[config.mk]
export PLATFORM = sky130hd
export DESIGN_NAME = audio_mem_recorder
export DESIGN_NICKNAME = d
export VERILOG_FILES = /design/src/rtl/audio_mem_pkg.sv /design/src/rtl/audio_frame_capture.sv /design/src/rtl/audio_mem_recorder.sv
export SDC_FILE = /design/constraint.sdc
export NUM_CORES = 1
export LEC_CHECK = 0
export BUFFER_PORTS_ARGS = -buffer_cell sky130_fd_sc_hd__buf_2
export CAP_MARGIN = 0
export CORE_ASPECT_RATIO = 1.2
export CORE_UTILIZATION = 30
export DETAILED_ROUTE_END_ITERATION = 10
export GPL_ROUTABILITY_DRIVEN = 0
export GPL_TIMING_DRIVEN = 0
export PLACE_DENSITY = 0.61
export SLEW_MARGIN = 40
export SYNTH_ARGS = -nofsm -noshare
export SYNTH_HDL_FRONTEND = slang
export SYNTH_SLANG_ARGS = --single-unit
[constraint.sdc]
create_clock -name i_clk -period 3.5 [get_ports i_clk]
set_input_delay 0.35 -clock i_clk [delete_from_list [all_inputs] [get_ports i_clk]]
set_output_delay 0.35 -clock i_clk [all_outputs]
set_load 0.05 [all_outputs]
[src/rtl/audio_mem_pkg.sv]
// Shared types for the audio record/playback path: FSM state codes and
// the packed stereo frame layout used in memory.
package audio_mem_pkg;

    localparam int AUDIO_DATA_W = 16;

    typedef enum logic [2:0] {
        ST_IDLE  = 3'd0,
        ST_CAP   = 3'd1,
        ST_WR    = 3'd2,
        ST_RD    = 3'd3,
        ST_RWAIT = 3'd4,
        ST_OUT   = 3'd5
    } state_t;

    // One stereo frame as stored in one memory word: L upper, R lower.
    typedef struct packed {
        logic [AUDIO_DATA_W-1:0] l;
        logic [AUDIO_DATA_W-1:0] r;
    } frame_t;

endpackage

[src/rtl/audio_frame_capture.sv]
// Two-channel ready/valid capture: each channel accepts one sample
// independently and holds it until the frame is cleared.
module audio_frame_capture #(
    parameter int DATA_W = 16
) (
    input  logic              i_clk,
    input  logic              i_rst,
    input  logic              i_enable,
    input  logic              i_pause,
    input  logic              i_clear,
    input  logic              i_l_valid,
    input  logic [DATA_W-1:0] i_l_data,
    output logic              o_l_ready,
    input  logic              i_r_valid,
    input  logic [DATA_W-1:0] i_r_data,
    output logic              o_r_ready,
    output logic [DATA_W-1:0] o_l_data,
    output logic [DATA_W-1:0] o_r_data,
    output logic              o_complete
);

    // Index 1 is the left channel, index 0 the right channel.
    logic [1:0]        valid_in;
    logic [1:0]        ready_out;
    logic [1:0]        held;
    logic [DATA_W-1:0] data_in  [2];
    logic [DATA_W-1:0] data_out [2];

    assign valid_in   = {i_l_valid, i_r_valid};
    assign data_in[1] = i_l_data;
    assign data_in[0] = i_r_data;

    genvar gi;
    generate
        for (gi = 0; gi < 2; gi++) begin : g_ch
            logic              held_reg;
            logic [DATA_W-1:0] data_reg;

            assign ready_out[gi] = i_enable && !i_pause && !held_reg;
            assign held[gi]      = held_reg;
            assign data_out[gi]  = data_reg;

            // Take one sample per frame; a clear drops the flag but keeps the data.
            always_ff @(posedge i_clk or posedge i_rst) begin
                if (i_rst) begin
                    held_reg <= 1'b0;
                    data_reg <= '0;
                end else if (i_clear) begin
                    held_reg <= 1'b0;
                end else if (valid_in[gi] && ready_out[gi]) begin
                    held_reg <= 1'b1;
                    data_reg <= data_in[gi];
                end
            end
        end
    endgenerate

    assign o_l_ready  = ready_out[1];
    assign o_r_ready  = ready_out[0];
    assign o_l_data   = data_out[1];
    assign o_r_data   = data_out[0];
    assign o_complete = &held;

endmodule

[src/rtl/audio_mem_recorder.sv]
// Stereo record/playback engine between the codec streaming ports and an
// Avalon-MM memory slave: frames {L,R} go to consecutive words.
module audio_mem_recorder
    import audio_mem_pkg::*;
#(
    parameter int DATA_W    = 16,
    parameter int ADDR_W    = 23,
    parameter int MAX_WORDS = 2**ADDR_W
) (
    input  logic                i_clk,
    input  logic                i_rst,
    input  logic                i_record,
    input  logic                i_play,
    input  logic                i_stop,
    input  logic                i_pause,
    input  logic                i_loop,
    output logic                o_adc_l_ready,
    output logic                o_adc_r_ready,
    input  logic                i_adc_l_valid,
    input  logic                i_adc_r_valid,
    input  logic [DATA_W-1:0]   i_adc_l_data,
    input  logic [DATA_W-1:0]   i_adc_r_data,
    output logic                o_dac_l_valid,
    output logic                o_dac_r_valid,
    input  logic                i_dac_l_ready,
    input  logic                i_dac_r_ready,
    output logic [DATA_W-1:0]   o_dac_l_data,
    output logic [DATA_W-1:0]   o_dac_r_data,
    output logic [ADDR_W-1:0]   o_mem_addr,
    output logic                o_mem_read,
    output logic                o_mem_write,
    output logic [2*DATA_W-1:0] o_mem_writedata,
    input  logic [2*DATA_W-1:0] i_mem_readdata,
    input  logic                i_mem_readdatavalid,
    input  logic                i_mem_waitrequest,
    output logic [ADDR_W-1:0]   o_rec_len,
    output logic [2:0]          o_state,
    output logic                o_full
);

    typedef struct packed {
        logic [DATA_W-1:0] l;
        logic [DATA_W-1:0] r;
    } word_t;

    // Frame counters carry one extra bit so a full memory (MAX_WORDS) is representable.
    localparam logic [ADDR_W:0] MAX_CNT = (ADDR_W+1)'(MAX_WORDS);
    localparam logic [ADDR_W:0] CNT_ONE = (ADDR_W+1)'(1);

    state_t            state_reg, state_next;
    logic [ADDR_W-1:0] addr_reg, addr_next;
    logic [ADDR_W:0]   rec_len_reg, rec_len_next;
    logic              full_reg, full_next;
    logic              stop_pend_reg, stop_pend_next;
    logic              rd_busy_reg, rd_busy_next;
    word_t             rd_word_reg, rd_word_next;
    logic              dac_l_valid_reg, dac_l_valid_next;
    logic              dac_r_valid_reg, dac_r_valid_next;

    logic              cap_clear;
    logic              cap_complete;
    logic [DATA_W-1:0] cap_l_data, cap_r_data;
    logic              mem_read, mem_write;
    logic [ADDR_W:0]   addr_inc;
    logic [ADDR_W:0]   rec_len_inc;

    audio_frame_capture #(.DATA_W(DATA_W)) u_capture (
        .i_clk      (i_clk),
        .i_rst      (i_rst),
        .i_enable   (state_reg == ST_CAP),
        .i_pause    (i_pause),
        .i_clear    (cap_clear),
        .i_l_valid  (i_adc_l_valid),
        .i_l_data   (i_adc_l_data),
        .o_l_ready  (o_adc_l_ready),
        .i_r_valid  (i_adc_r_valid),
        .i_r_data   (i_adc_r_data),
        .o_r_ready  (o_adc_r_ready),
        .o_l_data   (cap_l_data),
        .o_r_data   (cap_r_data),
        .o_complete (cap_complete)
    );

    assign addr_inc    = {1'b0, addr_reg} + CNT_ONE;
    assign rec_len_inc = rec_len_reg + CNT_ONE;

    // Next-state and datapath updates; a started bus cycle is always finished.
    always_comb begin
        state_next       = state_reg;
        addr_next        = addr_reg;
        rec_len_next     = rec_len_reg;
        full_next        = full_reg;
        stop_pend_next   = stop_pend_reg;
        rd_busy_next     = rd_busy_reg;
        rd_word_next     = rd_word_reg;
        dac_l_valid_next = dac_l_valid_reg;
        dac_r_valid_next = dac_r_valid_reg;
        cap_clear        = 1'b0;
        mem_read         = 1'b0;
        mem_write        = 1'b0;

        case (state_reg)
            ST_IDLE: begin
                stop_pend_next = 1'b0;
                rd_busy_next   = 1'b0;
                if (i_record) begin
                    state_next   = ST_CAP;
                    addr_next    = '0;
                    rec_len_next = '0;
                    full_next    = 1'b0;
                end else if (i_play && (rec_len_reg != '0)) begin
                    state_next = ST_RD;
                    addr_next  = '0;
                end
            end
            ST_CAP: begin
                if (i_stop) begin
                    state_next = ST_IDLE;
                    cap_clear  = 1'b1;
                end else if (cap_complete) begin
                    state_next = ST_WR;
                    cap_clear  = 1'b1;
                end
            end
            ST_WR: begin
                mem_write = 1'b1;
                if (i_stop) stop_pend_next = 1'b1;
                if (!i_mem_waitrequest) begin
                    addr_next    = addr_inc[ADDR_W-1:0];
                    rec_len_next = rec_len_inc;
                    if (rec_len_inc == MAX_CNT) begin
                        full_next  = 1'b1;
                        state_next = ST_IDLE;
                    end else if (i_stop || stop_pend_reg) begin
                        state_next = ST_IDLE;
                    end else begin
                        state_next = ST_CAP;
                    end
                end
            end
            ST_RD: begin
                // Pause only blocks starting a read; a stalled read is held to completion.
                mem_read = !i_pause || rd_busy_reg;
                if (i_stop && !mem_read) begin
                    state_next = ST_IDLE;
                end else if (mem_read) begin
                    if (i_stop) stop_pend_next = 1'b1;
                    if (!i_mem_waitrequest) begin
                        rd_busy_next = 1'b0;
                        state_next   = ST_RWAIT;
                    end else begin
                        rd_busy_next = 1'b1;
                    end
                end
            end
            ST_RWAIT: begin
                if (i_stop) stop_pend_next = 1'b1;
                if (i_mem_readdatavalid) begin
                    if (i_stop || stop_pend_reg) begin
                        state_next = ST_IDLE;
                    end else begin
                        rd_word_next     = i_mem_readdata;
                        dac_l_valid_next = 1'b1;
                        dac_r_valid_next = 1'b1;
                        state_next       = ST_OUT;
                    end
                end
            end
            ST_OUT: begin
                dac_l_valid_next = dac_l_valid_reg && !i_dac_l_ready;
                dac_r_valid_next = dac_r_valid_reg && !i_dac_r_ready;
                if (i_stop) begin
                    dac_l_valid_next = 1'b0;
                    dac_r_valid_next = 1'b0;
                    state_next       = ST_IDLE;
                end else if (!dac_l_valid_next && !dac_r_valid_next) begin
                    if (addr_inc == rec_len_reg) begin
                        if (i_loop) begin
                            addr_next  = '0;
                            state_next = ST_RD;
                        end else begin
                            addr_next  = addr_inc[ADDR_W-1:0];
                            state_next = ST_IDLE;
                        end
                    end else begin
                        addr_next  = addr_inc[ADDR_W-1:0];
                        state_next = ST_RD;
                    end
                end
            end
            default: state_next = ST_IDLE;
        endcase
    end

    // State and datapath registers; reset abandons any bus cycle in flight.
    always_ff @(posedge i_clk or posedge i_rst) begin
        if (i_rst) begin
            state_reg       <= ST_IDLE;
            addr_reg        <= '0;
            rec_len_reg     <= '0;
            full_reg        <= 1'b0;
            stop_pend_reg   <= 1'b0;
            rd_busy_reg     <= 1'b0;
            rd_word_reg     <= '0;
            dac_l_valid_reg <= 1'b0;
            dac_r_valid_reg <= 1'b0;
        end else begin
            state_reg       <= state_next;
            addr_reg        <= addr_next;
            rec_len_reg     <= rec_len_next;
            full_reg        <= full_next;
            stop_pend_reg   <= stop_pend_next;
            rd_busy_reg     <= rd_busy_next;
            rd_word_reg     <= rd_word_next;
            dac_l_valid_reg <= dac_l_valid_next;
            dac_r_valid_reg <= dac_r_valid_next;
        end
    end

    assign o_mem_addr      = addr_reg;
    assign o_mem_read      = mem_read;
    assign o_mem_write     = mem_write;
    assign o_mem_writedata = {cap_l_data, cap_r_data};
    assign o_dac_l_valid   = dac_l_valid_reg;
    assign o_dac_r_valid   = dac_r_valid_reg;
    assign o_dac_l_data    = rd_word_reg.l;
    assign o_dac_r_data    = rd_word_reg.r;
    // When memory is completely full the count's top bit is not visible here.
    assign o_rec_len       = rec_len_reg[ADDR_W-1:0];
    assign o_state         = state_reg;
    assign o_full          = full_reg;

endmodule

; Word level (Yosys, flattened, before mapping)
; Index checks and enable logic that the tools add are counted.
[classes]
n_mux = 55
n_bitwise = 2
n_eq_ne = 21
n_reduce_logical = 41
addsub = 2
[op_table]
columns = cell, count
row1 = 2-to-1 mux 23 bit, 7
row2 = case mux 23 bit (3 select lines), 1
row3 = 2-to-1 mux 24 bit, 2
row4 = case mux 24 bit (2 select lines), 1
row5 = 2-to-1 mux 3 bit, 13
row6 = adder 23 x 1 -> 24 bit (second input constant), 1
row7 = adder 24 x 1 -> 24 bit (second input constant), 1
row8 = equality test 24 bit, 1
row9 = equality test 24 bit (second input constant), 1
row10 = 2-to-1 mux 1 bit, 24
row11 = nonzero test 24 bit, 1
row12 = != test 2 bit (second input constant), 9
row13 = case mux 3 bit (6 select lines), 1
row14 = != test 3 bit (second input constant), 5
row15 = AND reduction 3 bit, 5
row16 = logical AND 1 bit, 10
row17 = nonzero test 2 bit, 5
row18 = logical NOT 1 bit, 8
row19 = case mux 1 bit (2 select lines), 4
row20 = AND reduction 7 bit, 1
row21 = equality test 3 x 2 -> 1 bit (second input constant), 2
row22 = equality test 3 bit (second input constant), 2
row23 = AND reduction 2 bit, 3
row24 = nonzero test 3 bit, 2
row25 = 9 further kinds, 11
[totals]
elab_cells = 135
out_inout_bits = 120
register_bits = 121

; Depth between registers and ports, before layout
; Gate-level depths: netlist (run 1).
[depth]
ltp_word = 7
mapped_depth = 12
mapped_depth_nobuf = 10

; Modules after synthesis
; From an unflattened synthesis (run 1), not the netlist that was laid out.
[hier_totals]
hier_cells = 740
hier_area_um2 = 7269.5
[by_module_without_submodules]
columns = module, cells_per_inst, area_per_inst_um2, seq_area_each_um2, n_inst
row1 = audio_mem_recorder, 662, 5878.1, 2177.1, 1
row2 = audio_frame_capture, 78, 1391.3, 850.8, 1

; Worst setup path before layout (run 1)
; Ideal clock, no wire load.
[synth_path]
path_kind = register -> register
startpoint = reg addr_reg[9], in the netlist o_mem_addr[9]
endpoint = reg addr_reg[7], in the netlist o_mem_addr[7]
synth_period_minus_slack_ps = 3657
path_stages_with_launch = 12
required_time_ps = 3380
arrival_ps = 3537
setup_slack_ps = -157
path_cell_list = dfrtp_1 > buf_2 > nand4_4 > or4_1 > buf_2 > or4_1 > a211o_1 > a2111oi_2 > a21oi_2 > nor3_4 > buf_6 > nor2_1
[synth_between]
elab_chain_cells = 6
[synth_rtl]
columns = element, line
row1 = "start, declared", audio_mem_recorder.sv:51  ; logic [ADDR_W-1:0] addr_reg, addr_next;
row2 = "start signal, assigned", audio_mem_recorder.sv:209  ; addr_reg <= addr_next;
row3 = adder 23 x 1 -> 24 bit, audio_mem_recorder.sv:84  ; assign addr_inc = {1'b0, addr_reg} + CNT_ONE;
row4 = equality test 24 bit, audio_mem_recorder.sv:177  ; if (addr_inc == rec_len_reg) begin
row5 = 2-to-1 mux 23 bit, audio_mem_recorder.sv:177
row6 = 2-to-1 mux 23 bit, audio_mem_recorder.sv:176  ; end else if (!dac_l_valid_next && !dac_r_valid_next) begin
row7 = 2-to-1 mux 23 bit, audio_mem_recorder.sv:172  ; if (i_stop) begin
row8 = case mux 23 bit (3 select lines), audio_mem_recorder.sv:102  ; case (state_reg)
; Every way passes these cells. The select of a mux whose other input is x is not followed.
; A chain may end at the register's enable or synchronous reset.

; Final worst setup path (run 1)
[layout_path]
startpoint = reg addr_reg[8], in the netlist o_mem_addr[8]
endpoint = reg addr_reg[9], in the netlist o_mem_addr[9]
[layout_between]
elab_chain_cells = 6
elab_cells_between_ends = 8
classes_between = add/sub (1) / eq/ne (1) / mux (6)
[layout_rtl]
columns = element, line
row1 = adder 23 x 1 -> 24 bit (*), audio_mem_recorder.sv:84
row2 = equality test 24 bit or 2-to-1 mux 23 bit (tied branches), "audio_mem_recorder.sv:177, audio_mem_recorder.sv:178"
row3 = 2-to-1 mux 23 bit, audio_mem_recorder.sv:177
row4 = 2-to-1 mux 23 bit, audio_mem_recorder.sv:176
row5 = 2-to-1 mux 23 bit, audio_mem_recorder.sv:172
row6 = case mux 23 bit (3 select lines) (*), audio_mem_recorder.sv:102
; Every way passes the cells marked *; elsewhere a longest branch is shown, timed or not. The select of a mux whose other input is x is not followed.

==> impl_metrics.env, run 1 <==
export IMPL_ys_async_sr_fraction_pct=100
export IMPL_worst_pin_slew_ns=0.675
export IMPL_fmax_mhz=301
export IMPL_synth_edf_count=0
export IMPL_seqCellArea_sq_um=3040
export IMPL_synth_fp_nets=825
export IMPL_die_w_um=141
export IMPL_final_nets=1049
export IMPL_slew_headroom_pct=54.6
export IMPL_peakVddDrop_mv=0.660
export IMPL_top_layer="met4"
export IMPL_crit_start="o_mem_addr[8]"
export IMPL_synthCells=744
export IMPL_drc=0
export IMPL_drive_above_1_share_pct=36.4
export IMPL_crit_path_start_kind="register"
export IMPL_mostFrequentLayoutCell="buf_2"
export IMPL_die_area_sq_um=23900
export IMPL_setup_viol=0
export IMPL_htreeDepth=4
export IMPL_fin_worst_skew_ns=0.00886
export IMPL_cts_tree="yes"
export IMPL_r2r_end="o_mem_addr[9]"
export IMPL_cpMaxStageDelayCell="or4_1"
export IMPL_yosysUniqueCellTypes=60
export IMPL_hp_class="input port to register"
export IMPL_via_per_inst=5.09
export IMPL_clk_pin_slew_ns=0.06
export IMPL_dpl_hpwl_mm=15.6
export IMPL_p_sw_uw=3370
export IMPL_grt_ovfl_total=0
export IMPL_p_seq_share_pct=28.5
export IMPL_drt_pass1_iter_count=5
export IMPL_p_int_uw=3850
export IMPL_p_per_area_nw_per_um2=781
export IMPL_critPathRequiredTime_ns=3.80
export IMPL_finalCritPeriodShare_pct=95.1
export IMPL_m1WireLength_mm=8.98
export IMPL_min_period_ns=3.33
export IMPL_io_pins=197
export IMPL_endpoint="o_mem_addr[9]"
export IMPL_reg2reg_depth=12
export IMPL_path_buf_inv=4
export IMPL_reg2reg_slack_ns=0.17
export IMPL_largest_reg_flops=24
export IMPL_crit_fanout=10
export IMPL_status="completed"
export IMPL_multi_input_area_sq_um=3570
export IMPL_syn_cell_area_sq_um=6990
export IMPL_fin_cells=1291
export IMPL_die_h_um=169
export IMPL_grt_max_degree=26
export IMPL_cts_path_max_buffers=2
export IMPL_wl_per_cell_um=16.3
export IMPL_syn2layout_area_growth_pct=32.2
export IMPL_cp_top_family="simple AND/OR/NAND/NOR gates"
export IMPL_vias=6577
export IMPL_num_rows=60
export IMPL_finalHoldViolations=0
export IMPL_crit_chain="buf_6 -> nand4_4 -> or4_1 -> buf_2 -> or4_1 -> a211o_1 -> a2111oi_4 -> a21oi_4 -> nor3_4 -> buf_4 -> buf_6 -> nor2_1"
export IMPL_crit_cells=12
export IMPL_port_buffers=195
export IMPL_wl_met2_mm=10.0
export IMPL_wl_mm=21.0
export IMPL_drv_slew=0
export IMPL_place_inst=1254
export IMPL_grt_pass1_vias=6412
export IMPL_r2r_start="o_mem_addr[8]"
export IMPL_yosysSeqAreaShare_pct=43.3
export IMPL_comb_power_share_pct=45.7
export IMPL_endpoint_kind="register"
export IMPL_rsz0062_at_grt="no"
export IMPL_fill_cells=2312
export IMPL_fin_util_pct=40.8
export IMPL_track_usage_pct=18.0
export IMPL_yosys_warnings=0
export IMPL_ys_ff_latch=121
export IMPL_drt_iter0_drc=424
export IMPL_start_util_pct=30.8
export IMPL_p_leak_uw=0.00435
export IMPL_clockPowerShare_pct=25.9
export IMPL_crit_arrival_ns=3.63
export IMPL_drv_cap=0
export IMPL_ctsRootBufferMaster="clkbuf_16"
export IMPL_cts_sinks=121
export IMPL_ys_flop_type="dfrtp_1"
export IMPL_wl_met3_mm=1.74
export IMPL_drtAntennaViolNets=0
export IMPL_critPathKind="register to register"
export IMPL_switching_share_pct=46.7
export IMPL_clk_latency_ns=0.42
export IMPL_syn_area_per_cell_sq_um=9.39
export IMPL_diodes=0
export IMPL_core_sq_um=22700
export IMPL_grt_pass1_wl_mm=33.6
export IMPL_setup_tns_ns=0
export IMPL_slowest_delay_ns=0.53
export IMPL_cts_made_buffers=17
export IMPL_antenna_found_initial=0
export IMPL_layout_common_cells="197 x buf_2, 109 x dfrtp_1, 64 x mux2_2"
worst min path at each step:
stage / startpoint / slack, ns / cells past startpoint / end
2_1_floorplan: u_capture.g_ch[0].held_reg / 0.47 / 2 / u_capture.g_ch[0].held_reg
3_3_place_gp: u_capture.o_r_data[1] / 0.48 / 1 / u_capture.o_r_data[1]
3_5_place_dp: i_rst / 0.43 / 2 / o_dac_r_data[15]
4_1_cts: i_adc_r_data[12] / 0.14 / 2 / u_capture.o_r_data[12]
5_1_grt: i_mem_readdata[10] / 0.13 / 2 / o_dac_r_data[10]
6_report: i_adc_r_data[12] / 0.16 / 2 / u_capture.o_r_data[12]
Yosys cell counts (22+ instances only):
| cell | n | area share, % |
|---|---|---|
| dfrtp_1 | 121 | 43 |
| xnor2_1 | 32 | 4.0 |
| nor3_1 | 24 | 1.7 |
| nand2_1 | 61 | 3.3 |
| nor2_1 | 55 | 3.0 |
| mux2_2 | 64 | 10 |
| a21oi_1 | 28 | 2.0 |
| o21ai_0 | 49 | 3.5 |
| buf_4 | 23 | 2.5 |
| nand3_1 | 24 | 1.7 |
| clkbuf_1 | 48 | 2.6 |
| nand4_1 | 22 | 2.0 |
cell families after synthesis:
| group | after synthesis | share of synthesized area [%] |
|---|---|---|
| simple gates | 273 | 20.6 |
| compound gates | 139 | 12.5 |
| flops | 121 | 43.3 |
| buf+inv | 95 | 6.54 |
| mux | 65 | 10.5 |
| xor+xnor | 47 | 5.89 |
| fa+ha+maj | 4 | 0.716 |
layout make-up:
cell class | count | area share (%)
Clock inverter | 14 | 1.99
Inverter | 14 | 0.609
Multi-Input combinational cell | 528 | 38.7
Sequential cell | 121 | 32.9
Buffer | 79 | 4.48
Timing Repair Buffer | 207 | 12.5
Tap cell | 310 | 4.20
Clock buffer | 18 | 4.64
power groups by stage:
stage	sequential, uW	clock, uW	combinational, uW
floorplan	3370	0	1070
global placement	2050	0	3190
detailed placement	2070	0	3230
CTS	2050	1910	3280
global route	2110	1960	3480
finish	2050	1870	3300
repair_timing:
item,4_1_cts,5_1_grt
buffers inserted,4,2
setup endpoints to repair,24,25
hold endpoints to repair,15,0
resized for setup,2,9
pin swaps,2,1
hold buffers,1,0
per-stage QoR:
stage          hold slack (ns)  worst slack, ns  total power [uW]  area [sq um]
3_3_place_gp             0.483           -0.269              5240          8390
3_5_place_dp             0.425           -0.310              5300          8510
6_report                 0.157            0.173              7220          9240
4_1_cts                  0.136           0.0158              7250          9180
5_1_grt                  0.134           0.0219              7550          9240
2_1_floorplan            0.468           0.0121              4440          7020
layer usage:
| metal | vias up | GRT usage (%) |
|---|---|---|
| met2 | 289 | 29.5 |
| li1 | 3120 | - |
| met3 | 26 | 4.99 |
| met5 | - | 0 |
| met4 | 0 | 5.91 |
| met1 | 3142 | 22.9 |
No activity file was read; power rests on OpenSTA's default activity.
==> inputs of run 2 (changes only) <==
Settings changed: ABC_CLOCK_PERIOD_IN_PS from default to 3500, CELL_PAD_IN_SITES_DETAIL_PLACEMENT from default to 1, CELL_PAD_IN_SITES_GLOBAL_PLACEMENT from default to 1, PLACE_DENSITY 0.61 to 0.75.
==> impl_metrics.env, run 2 (same netlist as run 1, synthesis figures left out) <==
export IMPL_status="completed"
export IMPL_grt_ovfl_total=0
export IMPL_r2r_end="o_mem_addr[8]"
export IMPL_p_int_uw=3870
export IMPL_syn2layout_area_growth_pct=33.5
export IMPL_fin_util_pct=41.1
export IMPL_cts_tree="yes"
export IMPL_die_h_um=169
export IMPL_clk_latency_ns=0.43
export IMPL_hp_class="input port to register"
export IMPL_final_nets=1057
export IMPL_switching_share_pct=46.9
export IMPL_port_buffers=195
export IMPL_drv_cap=0
export IMPL_drt_iter0_drc=204
export IMPL_holdPathEnd="o_dac_r_data[6]"
export IMPL_p_per_area_nw_per_um2=781
export IMPL_cts_path_max_buffers=2
export IMPL_p_leak_uw=0.00439
export IMPL_slew_headroom_pct=48.2
export IMPL_comb_power_share_pct=46.4
export IMPL_antenna_found_initial=0
export IMPL_vias=6703
export IMPL_drtAntennaViolNets=0
export IMPL_critPathRequiredTime_ns=3.76
export IMPL_num_rows=60
export IMPL_largest_reg_flops=24
export IMPL_p_seq_share_pct=28.3
export IMPL_drive_above_1_share_pct=37.6
export IMPL_die_w_um=141
export IMPL_grt_pass1_wl_mm=38.0
export IMPL_finalHoldViolations=0
export IMPL_min_period_ns=3.38
export IMPL_grt_max_degree=26
export IMPL_fin_worst_skew_ns=0.0143
export IMPL_clk_pin_slew_ns=0.07
export IMPL_p_sw_uw=3410
export IMPL_worstHoldStart="i_mem_readdata[6]"
export IMPL_slowest_delay_ns=0.55
export IMPL_setup_viol=0
export IMPL_peakVddDrop_mv=0.606
export IMPL_cp_top_family="simple AND/OR/NAND/NOR gates"
export IMPL_reg2reg_slack_ns=0.12
export IMPL_diodes=0
export IMPL_wl_mm=23.9
export IMPL_path_buf_inv=4
export IMPL_io_pins=197
export IMPL_cts_made_buffers=17
export IMPL_clockPowerShare_pct=25.4
export IMPL_endpoint_kind="register"
export IMPL_drv_slew=0
export IMPL_wl_per_cell_um=18.4
export IMPL_reg2reg_depth=12
export IMPL_crit_fanout=7
export IMPL_worst_hold_slack_ns=0.146
export IMPL_htreeDepth=4
export IMPL_worst_pin_slew_ns=0.772
export IMPL_dpl_worst_slack_ns=-0.297
export IMPL_finalCritPeriodShare_pct=96.5
export IMPL_crit_arrival_ns=3.64
export IMPL_via_per_inst=5.16
export IMPL_drt_pass1_iter_count=5
export IMPL_fin_ws_ns=0.122
export IMPL_crit_chain="buf_6 -> nand4_4 -> or4_1 -> buf_2 -> or4_1 -> a211o_1 -> a2111oi_4 -> a21oi_2 -> nor3_4 -> buf_4 -> buf_4 -> a2111oi_0"
export IMPL_die_area_sq_um=23900
export IMPL_cpMaxStageDelayCell="or4_1"
export IMPL_cts_sinks=121
export IMPL_mostFrequentLayoutCell="buf_2"
export IMPL_setup_tns_ns=0
export IMPL_drc=0
export IMPL_grt_pass1_vias=7075
export IMPL_layout_common_cells="198 x buf_2, 108 x dfrtp_1, 64 x mux2_2"
export IMPL_start_util_pct=30.8
export IMPL_min_path_cells=2
export IMPL_crit_path_start_kind="register"
export IMPL_core_sq_um=22700
export IMPL_dpl_hpwl_mm=17.6
export IMPL_ctsRootBufferMaster="clkbuf_16"
export IMPL_critPathKind="register to register"
export IMPL_r2r_start="o_mem_addr[9]"
export IMPL_track_usage_pct=20.4
export IMPL_fmax_mhz=296
run 2: cell types whose count changed in the layout (fill, tap and decap cells not counted), moves of 2 or more:
cell      delta
nor3_2       +2
buf_16       +2
buf_4        +6
clkinv_2     +3
inv_6        -4
nand3_1      -2
run 2: power groups by stage:
stage               registers [uW]  clock network [uW]  logic (uW)
finish                        2060                1850        3380
detailed placement            2080                   0        3280
global route                  2120                1940        3560
CTS                           2060                1880        3380
global placement              2060                   0        3200
floorplan                     3370                   0        1070
run 2: per-layer routing:
layer / track usage, % / vias up / part of all wire (%)
met5: 0 / - / 0
met4: 9.26 / 0 / 2.7
met3: 4.80 / 46 / 5.5
met2: 35.8 / 218 / 51
met1: 23.5 / 3311 / 41
li1: - / 3128 / -
run 2: final cells by class:
| cell class | instances | area [sq um] |
|---|---|---|
| Sequential cell | 121 | 3040 |
| Timing Repair Buffer | 216 | 1250 |
| Inverter | 14 | 56.3 |
| Clock inverter | 14 | 173 |
| Clock buffer | 17 | 425 |
| Tap cell | 310 | 388 |
| Multi-Input combinational cell | 528 | 3580 |
| Buffer | 78 | 410 |
| Fill cell | 2702 | 13300 |
run 2: worst reg2reg max path, cell delays in order (launching register included):
cell and delay, ns:
dfrtp_2 0.36, buf_6 0.13, nand4_4 0.16, or4_1 0.55, buf_2 0.17, or4_1 0.47
a211o_1 0.33, a2111oi_4 0.33, a21oi_2 0.14, nor3_4 0.26, buf_4 0.15, buf_4 0.10
a2111oi_0 0.05
run 2: how the worst max path moves through the flow:
| stage | slack (ns) | endpoint | start | depth (start not counted) |
|---|---|---|---|---|
| final | 0.12 | o_mem_addr[8] | o_mem_addr[9] | 12 |
| after global routing | -0.03 | o_mem_addr[8] | o_mem_addr[9] | 12 |
| after CTS | 0.01 | o_full | rec_len_reg[1] | 10 |
| after detailed placement | -0.30 | o_full | rec_len_reg[1] | 10 |
| after global placement | -0.27 | o_mem_addr[9] | o_mem_addr[3] | 11 |
| after floorplan | 0.01 | o_mem_addr[13] | o_mem_addr[9] | 11 |
run 2: stage by stage:
stage | total power [uW] | area, sq um | instances
after detailed placement | 5360 | 8560 | 1256
after global placement | 5260 | 8390 | 1249
after floorplan | 4440 | 7020 | 744
final | 7280 | 9330 | 1298
after global routing | 7620 | 9330 | 1298
after CTS | 7330 | 9250 | 1296
run 2: repair_timing:
item | in CTS | in global routing
pin swaps | 3 | 6
setup buffers | 7 | 5
cloned | 1 | 0
endpoints found under the setup margin | 24 | 25
endpoints found under the hold margin | 12 | 0
hold buffers | 1 | 0
resized for setup | 5 | 13
==> inputs of run 3 (changes only) <==
Settings changed: REMOVE_ABC_BUFFERS from default to 1.
==> impl_metrics.env, run 3 (same netlist as run 1, synthesis figures left out) <==
export IMPL_status="completed"
export IMPL_fill_cells=2697
export IMPL_hp_class="input port to register"
export IMPL_antenna_found_initial=1
export IMPL_r2r_start="o_mem_addr[4]"
export IMPL_slowest_delay_ns=0.60
export IMPL_crit_chain="nand4_1 -> or4_4 -> or4_1 -> a211o_1 -> a2111oi_4 -> a21oi_4 -> nor3_4 -> buf_6 -> a2111oi_0"
export IMPL_die_w_um=141
export IMPL_crit_path_start_kind="register"
export IMPL_use_met1_pct=23.6
export IMPL_drive_above_1_share_pct=37.5
export IMPL_grt_busiest_layer="met2"
export IMPL_drc=0
export IMPL_drt_pass1_iter_count=4
export IMPL_setup_viol=0
export IMPL_finalPower_uw=7200
export IMPL_io_pins=197
export IMPL_dpl_worst_slack_ns=-0.688
export IMPL_clk_latency_ns=0.42
export IMPL_die_h_um=169
export IMPL_die_area_sq_um=23900
export IMPL_use_met3_pct=4.06
export IMPL_cts_path_max_buffers=2
export IMPL_drt_iter0_drc=282
export IMPL_grt_ovfl_total=0
export IMPL_critPathKind="register to register"
export IMPL_worst_hold_slack_ns=0.158
export IMPL_fin_worst_skew_ns=0.00959
export IMPL_core_sq_um=22700
export IMPL_fmax_mhz=299
export IMPL_via_per_inst=5.25
export IMPL_reg2reg_depth=9
export IMPL_wl_mm=22.9
export IMPL_crit_arrival_ns=3.59
export IMPL_vias=6423
export IMPL_finalHoldViolations=0
export IMPL_r2r_end="o_mem_addr[8]"
export IMPL_path_buf_inv=1
export IMPL_wl_per_cell_um=18.7
export IMPL_grt_pass1_wl_mm=35.8
export IMPL_grt_pass1_vias=6435
export IMPL_worst_pin_slew_ns=0.834
export IMPL_clk_pin_slew_ns=0.07
export IMPL_placed_area_sq_um=8070
export IMPL_slew_headroom_pct=44.4
export IMPL_largest_reg_flops=24
export IMPL_dpl_hpwl_mm=16.9
export IMPL_met2_usage_pct=33.0
export IMPL_num_rows=60
export IMPL_track_usage_pct=19.3
export IMPL_htreeDepth=4
export IMPL_cpMaxStageDelayCell="or4_4"
export IMPL_cts_made_buffers=17
export IMPL_crit_fanout=13
export IMPL_peakVddDrop_mv=0.338
export IMPL_critPathRequiredTime_ns=3.74
export IMPL_endpoint="o_mem_addr[8]"
export IMPL_drv_cap=0
export IMPL_fin_ws_ns=0.156
export IMPL_reg2reg_slack_ns=0.16
export IMPL_cts_tree="yes"
export IMPL_cts_sinks=121
export IMPL_final_nets=981
export IMPL_min_period_ns=3.34
export IMPL_start_util_pct=30.8
export IMPL_grt_max_degree=65
export IMPL_p_per_area_nw_per_um2=810
export IMPL_cp_top_family="simple AND/OR/NAND/NOR gates"
export IMPL_syn2layout_area_growth_pct=27.2
export IMPL_mostFrequentLayoutCell="buf_2"
export IMPL_fin_cells=1224
export IMPL_crit_cells=9
export IMPL_ctsRootBufferMaster="clkbuf_16"
export IMPL_place_inst=1174
export IMPL_p_leak_uw=0.00417
export IMPL_finalInstanceArea_sq_um=8890
export IMPL_endpoint_kind="register"
export IMPL_finalCritPeriodShare_pct=95.5
export IMPL_crit_start="o_mem_addr[4]"
export IMPL_layout_common_cells="196 x buf_2, 111 x dfrtp_1, 64 x mux2_2"
export IMPL_port_buffers=196
export IMPL_drv_slew=0
export IMPL_drtAntennaViolNets=0
run 3: per-layer routing:
layer,part of all wire [%],up-vias
met3,6.5,39
met4,2.7,4
met5,0.30,-
li1,-,2978
met1,41,3189
met2,49,213
run 3: worst min-delay path by stage:
| stage | start | end | slack, ns | cells past startpoint |
|---|---|---|---|---|
| 2_1_floorplan | u_capture.g_ch[0].held_reg | u_capture.g_ch[0].held_reg | 0.47 | 2 |
| 3_3_place_gp | o_dac_l_data[13] | o_dac_l_data[13] | 0.48 | 1 |
| 3_5_place_dp | i_rst | u_capture.o_r_data[0] | 0.43 | 2 |
| 4_1_cts | i_adc_l_data[9] | u_capture.o_l_data[9] | 0.15 | 2 |
| 5_1_grt | i_adc_l_data[15] | u_capture.o_l_data[15] | 0.15 | 2 |
| 6_report | i_adc_r_data[6] | u_capture.o_r_data[6] | 0.16 | 2 |
run 3: what timing repair did:
action / 4_1_cts / 5_1_grt
endpoints found under the hold margin: 57 / 0
cloned: 0 / 0
endpoints found under the setup margin: 24 / 24
pin swaps: 3 / 1
hold buffers: 1 / 0
resized for setup: 11 / 8
setup buffers: 3 / 13
run 3: area by class of cell:
| class | count | area [sq um] | area share (%) |
|---|---|---|---|
| Antenna cell | 1 | 2.50 | 0.0282 |
| Clock buffer | 18 | 429 | 4.83 |
| Sequential cell | 121 | 3040 | 34.2 |
| Inverter | 14 | 60.1 | 0.676 |
| Clock inverter | 14 | 184 | 2.07 |
| Multi-Input combinational cell | 528 | 3580 | 40.3 |
| Timing Repair Buffer | 218 | 1200 | 13.5 |
| Tap cell | 310 | 388 | 4.36 |
run 3: metrics by stage:
step,TNS [ns],utilization (%)
2_1_floorplan,-29.34,-
3_3_place_gp,-229.73,35.1
3_5_place_dp,-11.05,35.6
4_1_cts,0,38.5
5_1_grt,-0.0142,39.2
6_report,0,39.2
run 3: where the power goes:
| group | internal, uW | switching [uW] |
|---|---|---|
| sequential | 1800 | 313 |
| combinational | 866 | 2350 |
| clock | 1140 | 732 |
